`src/rtl/mul_error_profiler.sv`:
```
// mul_error_profiler
// Sweeps every operand pair through a combinational multiplier-under-test,
// compares each approximate product against the exact product and keeps
// error statistics (error count, error-distance sum, worst case).
//
// Ports
//   clk, rst_n      rising-edge clock, synchronous active-low reset
//   start           begin a sweep (sampled only while idle)
//   busy, done      sweep in progress / one-cycle results-final pulse
//   op_a, op_b      registered operands to the multiplier-under-test
//   prod_apx        approximate product, combinational in op_a/op_b
//   err_cnt         number of pairs with nonzero error distance
//   sum_ed          sum of |exact - approx| over all pairs
//   max_ed          largest error distance seen
//   worst_a/worst_b first pair that reached max_ed
//   fsm_state       current controller state, for observation only
//
// Handshake: start is a level sampled on a rising edge only in IDLE; the
// same edge raises busy. busy stays high until the edge that raises done.
// done is high for exactly one cycle; results are stable from that cycle
// until the next accepted start. start while not idle is ignored.
module mul_error_profiler #(
    parameter int W     = 8,
    parameter int ACC_W = 40
) (
    input  logic             clk,
    input  logic             rst_n,
    input  logic             start,
    output logic             busy,
    output logic             done,
    output logic [W-1:0]     op_a,
    output logic [W-1:0]     op_b,
    input  logic [2*W-1:0]   prod_apx,
    output logic [2*W:0]     err_cnt,
    output logic [ACC_W-1:0] sum_ed,
    output logic [2*W-1:0]   max_ed,
    output logic [W-1:0]     worst_a,
    output logic [W-1:0]     worst_b,
    output logic [1:0]       fsm_state
);

    typedef enum logic [1:0] {IDLE, SWEEP, DRAIN, DONE} state_t;

    state_t         state;
    logic [2*W-1:0] pair;       // {a, b}, b in the LSBs so b varies fastest
    logic           drain_cnt;

    // S1
    logic           v1;
    logic [2*W-1:0] apx1;
    logic [2*W-1:0] exact1;
    logic [2*W-1:0] pair1;
    // S2
    logic           v2;
    logic [2*W-1:0] ed2;
    logic [2*W-1:0] pair2;

    logic [2*W-1:0] exact;

    assign op_a      = pair[2*W-1:W];
    assign op_b      = pair[W-1:0];
    assign exact     = (2*W)'(op_a) * (2*W)'(op_b);
    assign fsm_state = state;

    always_ff @(posedge clk) begin
        if (!rst_n) begin
            state     <= IDLE;
            busy      <= 1'b0;
            done      <= 1'b0;
            pair      <= '0;
            drain_cnt <= 1'b0;
            v1        <= 1'b0;
            apx1      <= '0;
            exact1    <= '0;
            pair1     <= '0;
            v2        <= 1'b0;
            ed2       <= '0;
            pair2     <= '0;
            err_cnt   <= '0;
            sum_ed    <= '0;
            max_ed    <= '0;
            worst_a   <= '0;
            worst_b   <= '0;
        end else begin
            // S1: only cycles spent in SWEEP carry a real pair
            v1     <= (state == SWEEP);
            apx1   <= prod_apx;
            exact1 <= exact;
            pair1  <= pair;

            // S2: error distance; the approximation may overshoot
            v2     <= v1;
            ed2    <= (exact1 >= apx1) ? (exact1 - apx1) : (apx1 - exact1);
            pair2  <= pair1;

            // S3: strict compare keeps the earliest pair on ties
            if (v2) begin
                sum_ed  <= sum_ed + ACC_W'(ed2);
                err_cnt <= err_cnt + (2*W+1)'(ed2 != '0);
                if (ed2 > max_ed) begin
                    max_ed  <= ed2;
                    worst_a <= pair2[2*W-1:W];
                    worst_b <= pair2[W-1:0];
                end
            end

            case (state)
                IDLE: begin
                    done <= 1'b0;
                    pair <= '0;
                    if (start) begin
                        state   <= SWEEP;
                        busy    <= 1'b1;
                        err_cnt <= '0;
                        sum_ed  <= '0;
                        max_ed  <= '0;
                        worst_a <= '0;
                        worst_b <= '0;
                    end
                end
                SWEEP: begin
                    if (pair == {(2*W){1'b1}}) begin
                        state     <= DRAIN;
                        pair      <= '0;
                        drain_cnt <= 1'b0;
                    end else begin
                        pair <= pair + 1'b1;
                    end
                end
                DRAIN: begin
                    // two cycles lets the last pair leave S2 and reach S3
                    if (drain_cnt) begin
                        state <= DONE;
                        busy  <= 1'b0;
                        done  <= 1'b1;
                    end else begin
                        drain_cnt <= 1'b1;
                    end
                end
                DONE: begin
                    done  <= 1'b0;
                    state <= IDLE;
                end
                default: begin
                    state <= IDLE;
                    busy  <= 1'b0;
                    done  <= 1'b0;
                end
            endcase
        end
    end

endmodule

```
`config.mk`:
```
export PLATFORM = sky130hd
export DESIGN_NAME = mul_error_profiler
export DESIGN_NICKNAME = d
export VERILOG_FILES = /design/src/rtl/mul_error_profiler.sv
export SDC_FILE = /design/constraint.sdc
export NUM_CORES = 1
export LEC_CHECK = 0
export BUFFER_PORTS_ARGS = -buffer_cell sky130_fd_sc_hd__buf_4
export CORE_ASPECT_RATIO = 1.25
export CORE_MARGIN = 1
export CORE_UTILIZATION = 50
export CTS_BUF_LIST = sky130_fd_sc_hd__clkbuf_4 sky130_fd_sc_hd__clkbuf_8
export DETAILED_ROUTE_END_ITERATION = 16
export GPL_TIMING_DRIVEN = 0
export MAX_ROUTING_LAYER = met4
export PLACE_DENSITY = 0.73
export SLEW_MARGIN = 0
export SYNTH_ARGS = -nofsm -noshare
export SYNTH_HDL_FRONTEND = slang
export SYNTH_SLANG_ARGS = --single-unit
```
`constraint.sdc`:
```
create_clock -name clk -period 5.7 [get_ports clk]
set_clock_uncertainty 0.05 [all_clocks]
set_input_delay 0.57 -clock clk [delete_from_list [all_inputs] [get_ports clk]]
set_output_delay 0.57 -clock clk [all_outputs]
set_load 0.05 [all_outputs]
```
==> summary.md <==
| Metric | Value |
|---|---|
| Status | `complete, no violations` |
| CTS buffer count | `17` |
| CTS resizes | `0` |
| Ant diodes | `0` |
| Vias in the first global route | `9,174` |
| Compound-Gate Fraction of Synth Area | `11.8%` |
| Most common cell on crit path | `fa_1` |
| Slew margin rel. | `48.1%` |
| Routed Antenna Nets | `0` |
| Top delay family on crit path | `adder cells` |
| Pre-CTS setup slack | `582 ps` |
| Layout cells sized above 1 | `12.9%` |
| Synthesized flop and latch total | `192` |
| Syn Inst Count | `1,292` |
| Peak supply drop | `0.000145 V` |
| Hold Vio Cnt, Final | `0` |
| Clock tree buffer depth | `2` |
| CORE AREA | `22,300 µm²` |
| Top area cells in the synthesized netlist | `dfxtp_1 34%, ha_1 12%, fa_1 6.9%, and2_1 5.8%, mux2i_1 4.7%` |
| Pre-Repair DR Iteration Count | `4` |
| Cell breakdown of the critical path | `clkbuf_1 -> nand2_1 -> fa_1 -> fa_1 -> inv_1 -> fa_1 -> inv_1 -> fa_1 -> inv_1 -> ha_1 -> a21boi_0 -> o41a_1 -> a41o_1 -> o41ai_1 -> xnor2_1 -> nor2_1` |
| Port Buf Inserts | `127` |
| CP max stage delay | `530 ps` |
| Mapped Area | `11,400 µm²` |
| Crit path from | `pair[4]` |
| First-pass GRT wire length | `43,600 µm` |
| Multi-input logic area | `6890 µm²` |
| Detailed placer's ending HPWL | `21,100 µm` |
| Simple-gate share of the synthesized area | `20.7%` |
| I/O Pins | `128` |
| Sequential-to-total area share from yosys stat | `33.8%` |
| Mapped Nets | `1,455` |
| GRT Total Usage | `24.6%` |
| Worst Path Max Fanout | `10` |
| Placement Cell Area | `12,700 µm²` |
| Most area-hungry cell type in the Yosys netlist | `dfxtp_1` |
| Clk slew on worst S/H paths | `100 ps` |
| Post-synth top flop | `dfxtp_1` |
| Post-synth EDFFs | `0` |
| GRT overflow | `0` |
| Most frequent cell after synthesis | `dfxtp_1` |
| RSZ-0062 raised after global routing | `no` |
| Yosys cell types | `64` |
| Hold WS | `229 ps` |
| Final period util | `90.4%` |
| Fin crit period | `5150 ps` |
| FF+latch area | `3840 µm²` |
| Min-Delay Path Class | `in2reg` |
| DR iter-0 viols | `434` |
| Max Slew Vio Count | `0` |
| Fmax | `194 MHz` |
| Startpoint types | `flop` |
| Initial antenna violation count | `0` |
| Post-CTS Setup Inserts | `0` |
| Hold-fix buffers, CTS | `0` |
| Area growth from synthesis to layout | `15.1%` |
| Leakage Power | `5.74 nW` |
| Ys Warns | `0` |
| Vias per cell | `5.41` |
| Die height | `171 µm` |
| Final setup TNS | `0 ps` |
| R2R depth | `16` |
| R2R setup slack | `550 ps` |
| R2R Path Start | `pair[4]` |
| Power Density | `223 nW/µm²` |
| Final layout net count | `1,601` |
| Gpl congestion | `0.923` |
| Final setup fails | `0` |
| Clock Latency Late Sink | `490 ps` |
| FF-to-FF End | `exact1[15]` |
| Multiplexer area fraction after synthesis | `4.96%` |
| Num Clock Sinks | `192` |
| CP required | `6010 ps` |
| Top cell type's share of synthesized area | `33.8%` |
| Initial core utilization | `51.1%` |
| Post-route cell area | `13,100 µm²` |
| Per-cell routed wire length | `15.5 µm` |
| Design Power | `2.92 mW` |
| CTS root buffer | `clkbuf_8` |
| CP arrival | `5460 ps` |
| Clock H-tree levels | `4` |
| Combinational family with the most area after synthesis | `simple AND/OR/NAND/NOR gates` |
| Slowest-stage cell, CP | `fa_1` |
| TritonCTS clock tree | `yes` |
| Via Count | `9,379` |
| XOR/XNOR Fraction of Synth Area | `4.69%` |
| Async set-reset flop share out of synthesis | `0%` |
| Fill cells | `2,058` |
| Die area | `23,400 µm²` |
| Critical path depth | `16` |
| Die W | `137 µm` |
| Worst-margin pin slew | `775 ps` |
| Worst Path Buf+Inv | `4` |
| Final WS setup | `549 ps` |
| Detailed-route wire length | `26,900 µm` |
| Adder-cell share of the synthesized area | `18.4%` |
| Nature of the critical path endpoint | `flop` |
| End point of the critical path | `exact1[15]` |
| Post-synth top cells | `192 x dfxtp_1, 140 x nor2_1, 107 x inv_1` |
| DRC | `0` |
| Num rows | `61` |
| Max-Cap Viols | `0` |
| Pin count of the biggest net entering global routing | `20` |
| Syn_area_per_cell | `8.81 µm²` |
| Kind of critical path | `reg2reg` |
==> kinds of logic after synthesis <==
kind of cell | after synthesis
xor+xnor | 61
simple gates | 458
buf+inv | 167
compound gates | 214
flops | 192
fa+ha+maj | 144
mux | 56
==> where the power goes <==
part           internal [mW]  switching [mW]
logic                  0.202           0.374
clock network          0.375           0.545
registers               1.38          0.0439
==> how the worst min path moves through the flow <==
stage / startpoint / to / slack [ps] / cells after the start
final: prod_apx[5] / apx1[5] / 230 / 2
after global routing: prod_apx[3] / apx1[3] / 200 / 2
after CTS: prod_apx[5] / apx1[5] / 200 / 2
after detailed placement: pair1[9] / pair2[9] / 370 / 1
after global placement: pair1[1] / pair2[1] / 370 / 1
after floorplan: pair1[0] / pair2[0] / 360 / 1
==> per-layer routing <==
metal | share of wire (%) | global-route usage, % | up-vias
met1 | 42 | 27.3 | 4456
met3 | 4.2 | 3.59 | 43
met2 | 51 | 43.8 | 219
met5 | 0 | - | -
met4 | 2.5 | 9.56 | 0
li1 | - | - | 4661
==> registers in the layout, summed over array words and instances (netlist names), 16 cells and up <==
name     cells
pair2       16
pair1       16
exact1      16
sum_ed      40
max_ed      16
ed2         16
apx1        16
err_cnt     17
pair        16
==> metrics by stage <==
stage | utilization, % | cells
after floorplan | - | 1292
after global placement | 57.0 | 1702
after detailed placement | 57.0 | 1702
after CTS | 58.8 | 1734
after global routing | 58.8 | 1734
final | 58.8 | 1734
==> placed cells by master, fill, tap and decap left out, drive strengths merged, types with 39 or more instances in the layout <==
cell type	instances
a21oi	62
and2	106
buf	144
clkbuf	59
dfxtp	192
fa	39
ha	105
inv	114
mux2i	53
nand2	61
nor2	140
o21ai	54
==> cell type report <==
cell class | count | area share [%]
Clock inverter | 14 | 1.32
Tap cell | 283 | 2.70
Multi-Input combinational cell | 933 | 52.6
Clock buffer | 18 | 1.84
Buffer | 58 | 1.81
Timing Repair Buffer | 127 | 7.27
Sequential cell | 192 | 29.3
Inverter | 109 | 3.12
(Power assumes the default switching activity.)
